`src/rtl/wb_pic_8259_if.sv`:
```
// Wishbone I/O slave bus bundle for the 8259-style interrupt controller.
//   wb_dat_i  16  write data, [7:0] = port 0x20, [15:8] = port 0x21
//   wb_dat_o  16  read data {IMR, IRR-or-ISR}
//   wb_sel_i   2  byte lanes, sel[0] = 0x20, sel[1] = 0x21
//   wb_we_i    1  write enable
//   wb_stb_i   1  strobe, already qualified by the I/O address decode
//   wb_cyc_i   1  bus cycle
//   wb_ack_o   1  single-cycle acknowledge
// master = cpu/bus side, slave = controller side.
interface wb_pic_8259_if;
   logic [15:0] wb_dat_i;
   logic [15:0] wb_dat_o;
   logic [1:0]  wb_sel_i;
   logic        wb_we_i;
   logic        wb_stb_i;
   logic        wb_cyc_i;
   logic        wb_ack_o;

   modport master (
      output wb_dat_i, wb_sel_i, wb_we_i, wb_stb_i, wb_cyc_i,
      input  wb_dat_o, wb_ack_o
   );

   modport slave (
      input  wb_dat_i, wb_sel_i, wb_we_i, wb_stb_i, wb_cyc_i,
      output wb_dat_o, wb_ack_o
   );
endinterface

```
`src/rtl/wb_pic_8259.sv`:
```
// Interrupt controller at I/O ports 0x20/0x21, a subset of the 8259A.
// Latches rising edges of int_i into IRR, masks them with IMR, and raises
// intr_o for the highest-priority pending line (bit 0 highest) that outranks
// everything currently in service. The cpu acknowledge (inta_i rising edge)
// moves the request from IRR into ISR; software retires it with an EOI.
// Ports:
//   wb_clk_i, wb_rst_i  clock, synchronous active-high reset
//   wb                  Wishbone slave bundle (data, sel, we, stb, cyc, ack)
//   int_i[7:0]          interrupt request lines
//   inta_i              cpu interrupt acknowledge
//   intr_o              interrupt request to the cpu
//   iid_o[2:0]          index of the interrupt being acknowledged (7 = spurious)
//   vec_o[7:0]          {VECTOR_BASE, iid_o}
module wb_pic_8259 #(
   parameter logic [4:0] VECTOR_BASE = 5'b00001,
   parameter logic [7:0] RESET_IMR   = 8'h00
) (
   input  logic         wb_clk_i,
   input  logic         wb_rst_i,
   wb_pic_8259_if.slave wb,
   input  logic [7:0]   int_i,
   input  logic         inta_i,
   output logic         intr_o,
   output logic [2:0]   iid_o,
   output logic [7:0]   vec_o
);

   logic [7:0] irr, isr, imr;
   logic [7:0] int_q;
   logic       inta_q;
   logic       commit_q;
   logic       rd_sel;
   logic       ack;

   logic [7:0] pend;
   logic [2:0] top_p;
   logic [3:0] top_s;
   logic       eligible;
   logic       commit;
   logic       commit_ok;
   logic       wr, wr_lo, wr_hi;
   logic [7:0] d;
   logic [7:0] isr_clr, isr_set, irr_clr, edges;
   logic       ocw3;

   assign pend = irr & ~imr;

   // lowest set index wins; loop runs high-to-low so the last hit is the lowest
   always_comb begin
      top_p = 3'd0;
      for (int i = 7; i >= 0; i--)
         if (pend[i]) top_p = 3'(i);
   end

   // 8 means nothing in service, so any pending line outranks it
   always_comb begin
      top_s = 4'd8;
      for (int i = 7; i >= 0; i--)
         if (isr[i]) top_s = 4'(i);
   end

   assign eligible  = (|pend) && ({1'b0, top_p} < top_s);
   assign commit    = inta_i & ~inta_q;
   assign commit_ok = commit & eligible;
   assign edges     = int_i & ~int_q;

   // write side effects land on the edge that ends the ack cycle, once per access
   assign wr    = ack & wb.wb_stb_i & wb.wb_cyc_i & wb.wb_we_i;
   assign wr_lo = wr & wb.wb_sel_i[0];
   assign wr_hi = wr & wb.wb_sel_i[1];
   assign d     = wb.wb_dat_i[7:0];
   assign ocw3  = wr_lo && (d[4:3] == 2'b01) && d[1];

   always_comb begin
      isr_clr = 8'h00;
      if (wr_lo) begin
         if (d[7:5] == 3'b001) begin
            if (top_s != 4'd8) isr_clr[top_s[2:0]] = 1'b1;
         end else if (d[7:5] == 3'b011) begin
            isr_clr[d[2:0]] = 1'b1;
         end
      end
   end

   // iid_o is frozen while inta_i is high, so it names the line being committed
   assign isr_set = commit_ok ? (8'h01 << iid_o) : 8'h00;
   assign irr_clr = isr_set;

   always_ff @(posedge wb_clk_i) begin
      if (wb_rst_i) begin
         irr      <= 8'h00;
         isr      <= 8'h00;
         imr      <= RESET_IMR;
         int_q    <= 8'h00;
         inta_q   <= 1'b0;
         commit_q <= 1'b0;
         rd_sel   <= 1'b0;
         ack      <= 1'b0;
         intr_o   <= 1'b0;
         iid_o    <= 3'd0;
      end else begin
         int_q    <= int_i;
         inta_q   <= inta_i;
         commit_q <= commit;
         ack      <= wb.wb_stb_i & wb.wb_cyc_i & ~ack;
         // clear-then-set: a new edge or a commit beats a same-cycle clear
         irr      <= (irr & ~irr_clr) | edges;
         isr      <= (isr & ~isr_clr) | isr_set;
         if (wr_hi) imr <= wb.wb_dat_i[15:8];
         if (ocw3) rd_sel <= d[0];
         // hold intr_o low across the commit so the cpu can't see a stale request
         intr_o   <= eligible & ~commit & ~commit_q;
         if (commit && !eligible) iid_o <= 3'd7;
         else if (!inta_i)        iid_o <= top_p;
      end
   end

   assign wb.wb_ack_o = ack;
   assign wb.wb_dat_o = {imr, rd_sel ? isr : irr};
   assign vec_o       = {VECTOR_BASE, iid_o};

endmodule

```
`src/flat_wrapper.sv`:
```
// flat-port wrapper written by rule: the top's interface ports become plain ports
module wb_pic_8259_flat 
#(
   parameter logic [4:0] VECTOR_BASE = 5'b00001,
   parameter logic [7:0] RESET_IMR   = 8'h00
)
  (wb_clk_i, wb_rst_i, int_i, inta_i, intr_o, iid_o, vec_o, wb_wb_dat_i, wb_wb_sel_i, wb_wb_we_i, wb_wb_stb_i, wb_wb_cyc_i, wb_wb_dat_o, wb_wb_ack_o);
  wb_pic_8259_if wb_i ();
  input  logic wb_clk_i;
  input  logic wb_rst_i;
  input  logic [7:0] int_i;
  input  logic inta_i;
  output logic intr_o;
  output logic [2:0] iid_o;
  output logic [7:0] vec_o;
  input wire logic [$bits(wb_i.wb_dat_i)-1:0] wb_wb_dat_i;
  input wire logic [$bits(wb_i.wb_sel_i)-1:0] wb_wb_sel_i;
  input wire logic [$bits(wb_i.wb_we_i)-1:0] wb_wb_we_i;
  input wire logic [$bits(wb_i.wb_stb_i)-1:0] wb_wb_stb_i;
  input wire logic [$bits(wb_i.wb_cyc_i)-1:0] wb_wb_cyc_i;
  output wire logic [$bits(wb_i.wb_dat_o)-1:0] wb_wb_dat_o;
  output wire logic [$bits(wb_i.wb_ack_o)-1:0] wb_wb_ack_o;
  assign wb_i.wb_dat_i = wb_wb_dat_i;
  assign wb_i.wb_sel_i = wb_wb_sel_i;
  assign wb_i.wb_we_i = wb_wb_we_i;
  assign wb_i.wb_stb_i = wb_wb_stb_i;
  assign wb_i.wb_cyc_i = wb_wb_cyc_i;
  assign wb_wb_dat_o = wb_i.wb_dat_o;
  assign wb_wb_ack_o = wb_i.wb_ack_o;
  wb_pic_8259 #(.VECTOR_BASE(VECTOR_BASE), .RESET_IMR(RESET_IMR)) u_core (.wb_clk_i(wb_clk_i), .wb_rst_i(wb_rst_i), .wb(wb_i), .int_i(int_i), .inta_i(inta_i), .intr_o(intr_o), .iid_o(iid_o), .vec_o(vec_o));
endmodule
```
`config.mk`:
```
export PLATFORM = sky130hd
export DESIGN_NAME = wb_pic_8259_flat
export DESIGN_NICKNAME = d
export VERILOG_FILES = /design/src/rtl/wb_pic_8259_if.sv /design/src/rtl/wb_pic_8259.sv /design/src/flat_wrapper.sv
export SDC_FILE = /design/constraint.sdc
export NUM_CORES = 1
export LEC_CHECK = 0
export CAP_MARGIN = 10
export CORE_MARGIN = 4
export CORE_UTILIZATION = 62
export CTS_CLUSTER_DIAMETER = 80
export DETAILED_ROUTE_END_ITERATION = 12
export DONT_BUFFER_PORTS = 1
export HOLD_SLACK_MARGIN = 0.08
export PLACE_DENSITY_LB_ADDON = 0.12
export SLEW_MARGIN = 20
export SYNTH_ARGS = -nofsm -noshare
export SYNTH_HDL_FRONTEND = slang
export SYNTH_SLANG_ARGS = --single-unit
export TNS_END_PERCENT = 1
```
`constraint.sdc`:
```
create_clock -name wb_clk_i -period 2.9 [get_ports wb_clk_i]
set_input_delay 0.435 -clock wb_clk_i [delete_from_list [all_inputs] [get_ports wb_clk_i]]
set_output_delay 0.435 -clock wb_clk_i [all_outputs]
set_load 0.02 [all_outputs]
```
# Yosys cells after proc, flatten, opt, wreduce, memory -nomap -nowiden
# Cells that the tools add are included.
[totals] register_bits=40 inputBits=32
[classes] magnitude_cmp=5 n_eq_ne=5 shifts=1 mux=28 n_bitwise=25 n_reduce_logical=8
[op_table] operator="8-bit two-way mux" n=6
[op_table] operator="8-bit bitwise AND" n=4
[op_table] operator="4-bit two-way mux" n=8
[op_table] operator="8-bit NOT" n=4
[op_table] operator="3-bit two-way mux" n=10
[op_table] operator="8-bit OR" n=2
[op_table] operator="1-bit bitwise AND" n=11
[op_table] operator="3-bit by 4-bit < comparator with 1-bit output, second input constant" n=2
[op_table] operator="8-bit OR reduction" n=1
[op_table] operator="1-bit by 3-bit left shift with 8-bit output, first input constant" n=1
[op_table] operator="1-bit demux with 3-bit select" n=2
[op_table] operator="3-bit by 1-bit greater-or-equal comparator with 1-bit output, second input constant" n=2
[op_table] operator="1-bit logical AND" n=6
[op_table] operator="3-bit by 4-bit < comparator with 1-bit output" n=1
[op_table] operator="4-bit inequality test, second input constant" n=1
[op_table] operator="1-bit NOT" n=4
[op_table] operator="3-bit by 1-bit equality test with 1-bit output, second input constant" n=1
[op_table] operator="3-bit by 2-bit equality test with 1-bit output, second input constant" n=1
[op_table] operator="2-bit by 1-bit equality test with 1-bit output, second input constant" n=1
[op_table] operator="1-bit two-way mux" n=2
[op_table] operator="2-bit by 1-bit inequality test with 1-bit output, second input constant" n=1
[op_table] operator="1-bit logical NOT" n=1

# Logic depth before layout (Yosys ltp)
# Gate-level depths: netlist of the first run.
[logic_depth] ltp_word=18 mapped_depth=10 depth_no_buf=10

# Least setup slack after synthesis of the first run
# No wires, ideal clock.
[synth_path] kind="register to register" from="register u_core.imr[5]" to="register u_core.iid_o[0]" t_arrival_ps=2162 slack_ps=647 path_stages_with_launch=10 period_less_slack_ps=2253 cell_sequence="dfxtp_1 nor2b_1 nor4b_1 nor2b_1 ha_1 o21a_1 o22ai_1 a21oi_2 o21bai_1 a311oi_1"
[synth_between] elab_chain_cells=13
[synth_rtl] item="start, declared" line_no="wb_pic_8259.sv:28" text="logic [7:0] irr, isr, imr;"
[synth_rtl] item="start signal, assigned" line_no="wb_pic_8259.sv:109" text="if (wr_hi) imr <= wb.wb_dat_i[15:8];"
[synth_rtl] item="8-bit NOT *" line_no="wb_pic_8259.sv:46" text="assign pend = irr & ~imr;"
[synth_rtl] item="8-bit bitwise AND *" line_no="wb_pic_8259.sv:46"
[synth_rtl] item="3-bit two-way mux (6 in series)" line_no="wb_pic_8259.sv:52" text="if (pend[i]) top_p = 3'(i);"
[synth_rtl] item="3-bit by 4-bit < comparator with 1-bit output" line_no="wb_pic_8259.sv:62" text="assign eligible = (|pend) && ({1'b0, top_p} < top_s);"
[synth_rtl] item="1-bit logical AND" line_no="wb_pic_8259.sv:62"
[synth_rtl] item="1-bit logical NOT" line_no="wb_pic_8259.sv:113" text="if (commit && !eligible) iid_o <= 3'd7;"
[synth_rtl] item="1-bit logical AND" line_no="wb_pic_8259.sv:113"
[synth_rtl] item="2-bit by 1-bit inequality test with 1-bit output (no source line) / 3-bit two-way mux (equally long branches)"
[synth_rtl] item="end signal, assigned" line_no="wb_pic_8259.sv:114" text="else if (!inta_i) iid_o <= top_p;"
[synth_rtl] item="end, declared" line_no="wb_pic_8259.sv:24" text="output logic [2:0] iid_o,"
# Every way passes the cells marked *; elsewhere a longest branch is shown, timed or not. The select of a mux whose other input is x is not followed.
# A chain may end at the register's enable or synchronous reset.

# Worst setup path after layout of the first run
[layout_path] from="register u_core.imr[3]" to="register u_core.isr[6]"
[layout_between] elab_chain_cells=11
[layout_rtl] item="8-bit NOT *" line_no="wb_pic_8259.sv:46"
[layout_rtl] item="8-bit bitwise AND *" line_no="wb_pic_8259.sv:46"
[layout_rtl] item="3-bit two-way mux (4 in series)" line_no="wb_pic_8259.sv:52"
[layout_rtl] item="3-bit by 4-bit < comparator with 1-bit output" line_no="wb_pic_8259.sv:62"
[layout_rtl] item="1-bit logical AND *" line_no="wb_pic_8259.sv:62"
[layout_rtl] item="1-bit bitwise AND *" line_no="wb_pic_8259.sv:64" text="assign commit_ok = commit & eligible;"
[layout_rtl] item="8-bit two-way mux *" line_no="wb_pic_8259.sv:86" text="assign isr_set = commit_ok ? (8'h01 << iid_o) : 8'h00;"
[layout_rtl] item="8-bit OR *" line_no="wb_pic_8259.sv:108" text="isr <= (isr & ~isr_clr) | isr_set;"
[layout_rtl] item="end signal, assigned" line_no="wb_pic_8259.sv:108"
[layout_rtl] item="end, declared" line_no="wb_pic_8259.sv:28"
# Every way passes the cells marked *; elsewhere a longest branch is shown, timed or not.

==> flow_metrics.py, run 1 <==
metrics = {
    "sta": {
        "report.final.slew_viol_count": 0,
        "finalHoldViolCount": 0,
        "tightest_slew_ns": 0.635,
        "finClkSkew_ns": 0.0148,
        "finalCriticalPeriod_ns": 2.60,
        "min_period_over_period_pct": 89.6,
        "relSlewSlack_pct": 57.6,
        "setup_viol": 0,
        "fmax_ghz": 0.385,
        "timing.hold.ws_ns": 0.118,
    },
    "global_routing": {
        "grt_pass1_wl_um": 8110,
        "grt_pass1_vias": 1636,
        "track_usage_pct": 24.3,
        "antenna_found_initial": 0,
        "grt_max_degree": 30,
        "overflow": 0,
    },
    "critical_path": {
        "start_kind": "flip-flop",
        "reg2reg_depth": 9,
        "cp_data_required_time_ns": 3.21,
        "worstPathMaxFanout": 8,
        "arrival_ns": 2.91,
        "end_kind": "flip-flop",
        "path_class": "reg2reg",
    },
    "cts": {
        "h-tree-depth": 2,
        "clockBufferDepth": 2,
        "cts_tree": "built",
        "cts_root_buf": "clkbuf_4",
        "cts_buffers": 5,
        "cts_setup_buffers": 0,
        "clkSinkCount": 40,
        "clk_latency_ns": 0.36,
        "clk_pin_slew_ns": 0.13,
    },
    "finish": {
        "n_fill_cell": 304,
        "fin_nets": 279,
        "postLayoutCellArea_um2": 2230,
        "final-seq-area_um2": 801,
        "area_growth_pct": 4.16,
        "final_core_util_pct": 66.7,
        "multi_input_area_um2": 1230,
        "diodes": 0,
        "layout-drive-gt1-share_pct": 13.4,
    },
    "detailed_routing": {
        "vias": 1803,
        "firstDrtPassIters": 4,
        "drtIter0Drc": 104,
        "viasPerCell": 6.17,
        "drc": 0,
        "wl_per_cell_um": 17.3,
        "wl_um": 5060,
        "antenna_left": 0,
    },
    "place": {
        "place_area_um2": 2130,
        "io_buffers": 0,
        "gp_congestion": 0.876,
        "dp_hpwl_um": 3820,
    },
    "logic_synthesis": {
        "yosysSeqAreaShare_pct": 37.5,
        "synth_xor_area_share_pct": 0,
        "synth_top_family_by_area": "simple AND/OR/NAND/NOR gates",
        "netlist_area_um2": 2140,
        "synth_edf_count": 0,
        "synth_ff_type": "dfxtp_1",
        "synth-simple-area-share_pct": 28.5,
        "synth_area_per_cell_um2": 8.58,
        "synth_seq_cells": 40,
        "ys_warn_count": 0,
        "ys_types": 53,
        "synth_compound_area_share_pct": 22.1,
        "async_flop_share_pct": 0,
        "postSynthCellCount": 249,
        "synth-adder-area-share_pct": 1.17,
        "muxShareOfSynthArea_pct": 4.68,
    },
    "power": {
        "seq_power_share_pct": 50.1,
        "p_clk_share_pct": 30.4,
        "switching_power_mw": 0.404,
        "intPower_mw": 0.866,
        "powerDensity_nw_per_um2": 570,
        "p_sw_share_pct": 31.8,
        "pwr-share-comb_pct": 19.4,
        "p_leak_nw": 0.770,
        "irDropWorstVdd_mv": 0.413,
    },
    "floorplanning": {
        "die_h_um": 66.7,
        "die_w_um": 66.7,
        "ios": 61,
        "row_count": 21,
        "start_util_pct": 64.0,
        "core_area_um2": 3340,
        "dieArea_um2": 4450,
    },
    "hold_path": {
        "min_path_type": "in2reg",
        "hold_depth": 1,
    },
    "job": {
        "cap_violations": 0,
    },
    "status": {
        "outcome": "completed",
    },
}
-- worst max-delay path, stage by stage (launching register included) --
cell and delay, ns:
dfxtp_1 0.52, nor2b_1 0.13, nor4_1 0.43, nor2b_1 0.26, ha_1 0.26, o21a_1 0.11, o22ai_1 0.17, a21oi_2 0.12
nor4b_4 0.37, a31o_1 0.19
-- path summary, 6_finish.rpt --
check	from	to	slack [ns]
worst max-delay path	u_core.imr[3]	u_core.isr[6]	0.30
worst min-delay path	wb_rst_i	u_core.irr[1]	0.12
worst max register to register	u_core.imr[3]	u_core.isr[6]	0.30
worst min register to register	u_core.int_q[0]	u_core.irr[0]	0.49
-- synth_stat cells, types with 2 or more instances --
master    instances  area [um^2]
nor2b_1          26          163
inv_2             3         11.3
nand2b_1          8         50.1
o21ai_1           4         20.0
ha_1              2         25.0
o211ai_1          2         15.0
o31ai_1           3         22.5
conb_1            2         7.51
nor2_1            9         33.8
dfxtp_1          40          801
a32o_1            3         30.0
clkbuf_1          9         33.8
nor3_1           10         50.1
mux2_2            8         90.1
o21bai_1          2         15.0
a21oi_1          19         95.1
nand2_1          24         90.1
o32ai_1           3         26.3
a211oi_1          4         30.0
nand3_1          12         60.1
a221oi_1          3         26.3
inv_1             5         18.8
o21ai_0          11         55.1
buf_4             8         60.1
-- per-stage QoR --
step / setup WS (ns) / total power, mW / TNS (ns) / std cells
floorplan: 0.647 / 0.855 / 0 / 252
global placement: 0.316 / 0.889 / 0 / 284
detailed placement: 0.294 / 0.890 / 0 / 284
CTS: 0.217 / 1.27 / 0 / 292
global route: -0.0334 / 1.34 / -0.141 / 292
finish: 0.302 / 1.27 / 0 / 292
-- flip-flops by register name (all words and copies together) (netlist names) --
register / count
u_core.commit_q: 1
u_core.iid_o: 3
u_core.imr: 8
u_core.inta_q: 1
u_core.isr: 8
u_core.wb.wb_ack_o: 1
u_core.irr: 8
u_core.intr_o: 1
u_core.rd_sel: 1
u_core.int_q: 8
-- area by class of cell --
class	instances	share of cell area, %
clock buffers	5	1.69
clock inverters	3	2.14
inverters	8	1.35
multi-input cells	187	55.3
flip-flops and latches	40	36.0
well taps	46	2.59
repair buffers	3	1.01
-- cells in the final DEF, fill, tap and decap left out, types with 8 or more instances in the layout --
cell and instances:
nor3_1 10, nor2_1 9, o21ai_0 11, mux2_2 8, a21oi_1 19, dfxtp_1 40
nand2b_1 8, nor2b_1 26, nand3_1 12, nand2_1 24
-- layer usage --
metal  track usage [%]  up-vias  share of wire [%]
met3              7.59        8                9.7
met4              6.85        0                1.1
met5                 0        -                  0
met1              32.9      843                 43
li1                  -      888                  -
met2              37.0       64                 46
-- logic make-up after synthesis --
| kind of cell | Yosys count |
|---|---|
| AO/OA/AOI/OAI | 66 |
| buffers and inverters | 25 |
| other | 2 |
| AND/OR/NAND/NOR | 105 |
| flip-flops | 40 |
| multiplexers | 9 |
| adder cells (fa/ha/maj) | 2 |
-- power groups by stage --
stage	clock network, mW	registers, mW	logic [mW]
floorplan	0	0.633	0.222
global route	0.421	0.642	0.273
global placement	0	0.649	0.240
finish	0.386	0.637	0.247
detailed placement	0	0.649	0.241
CTS	0.390	0.637	0.244
-- repair_timing --
item / 4_1_cts / 5_1_grt
setup endpoints to repair: 0 / 3
resized for setup: 0 / 1
hold buffers: 0 / 0
No activity file was read; power rests on OpenSTA's default activity.
==> run 2: changes to the inputs <==
--- a/config.mk
+++ b/config.mk
@@ -9,6 +9,7 @@
 export CORE_MARGIN = 4
 export CORE_UTILIZATION = 62
 export CTS_CLUSTER_DIAMETER = 80
+export CTS_CLUSTER_SIZE = 24
 export DETAILED_ROUTE_END_ITERATION = 12
 export DONT_BUFFER_PORTS = 1
 export HOLD_SLACK_MARGIN = 0.08
==> results of run 2 <==
No change in the layout: final DEF, timing and power equal those of run 1.
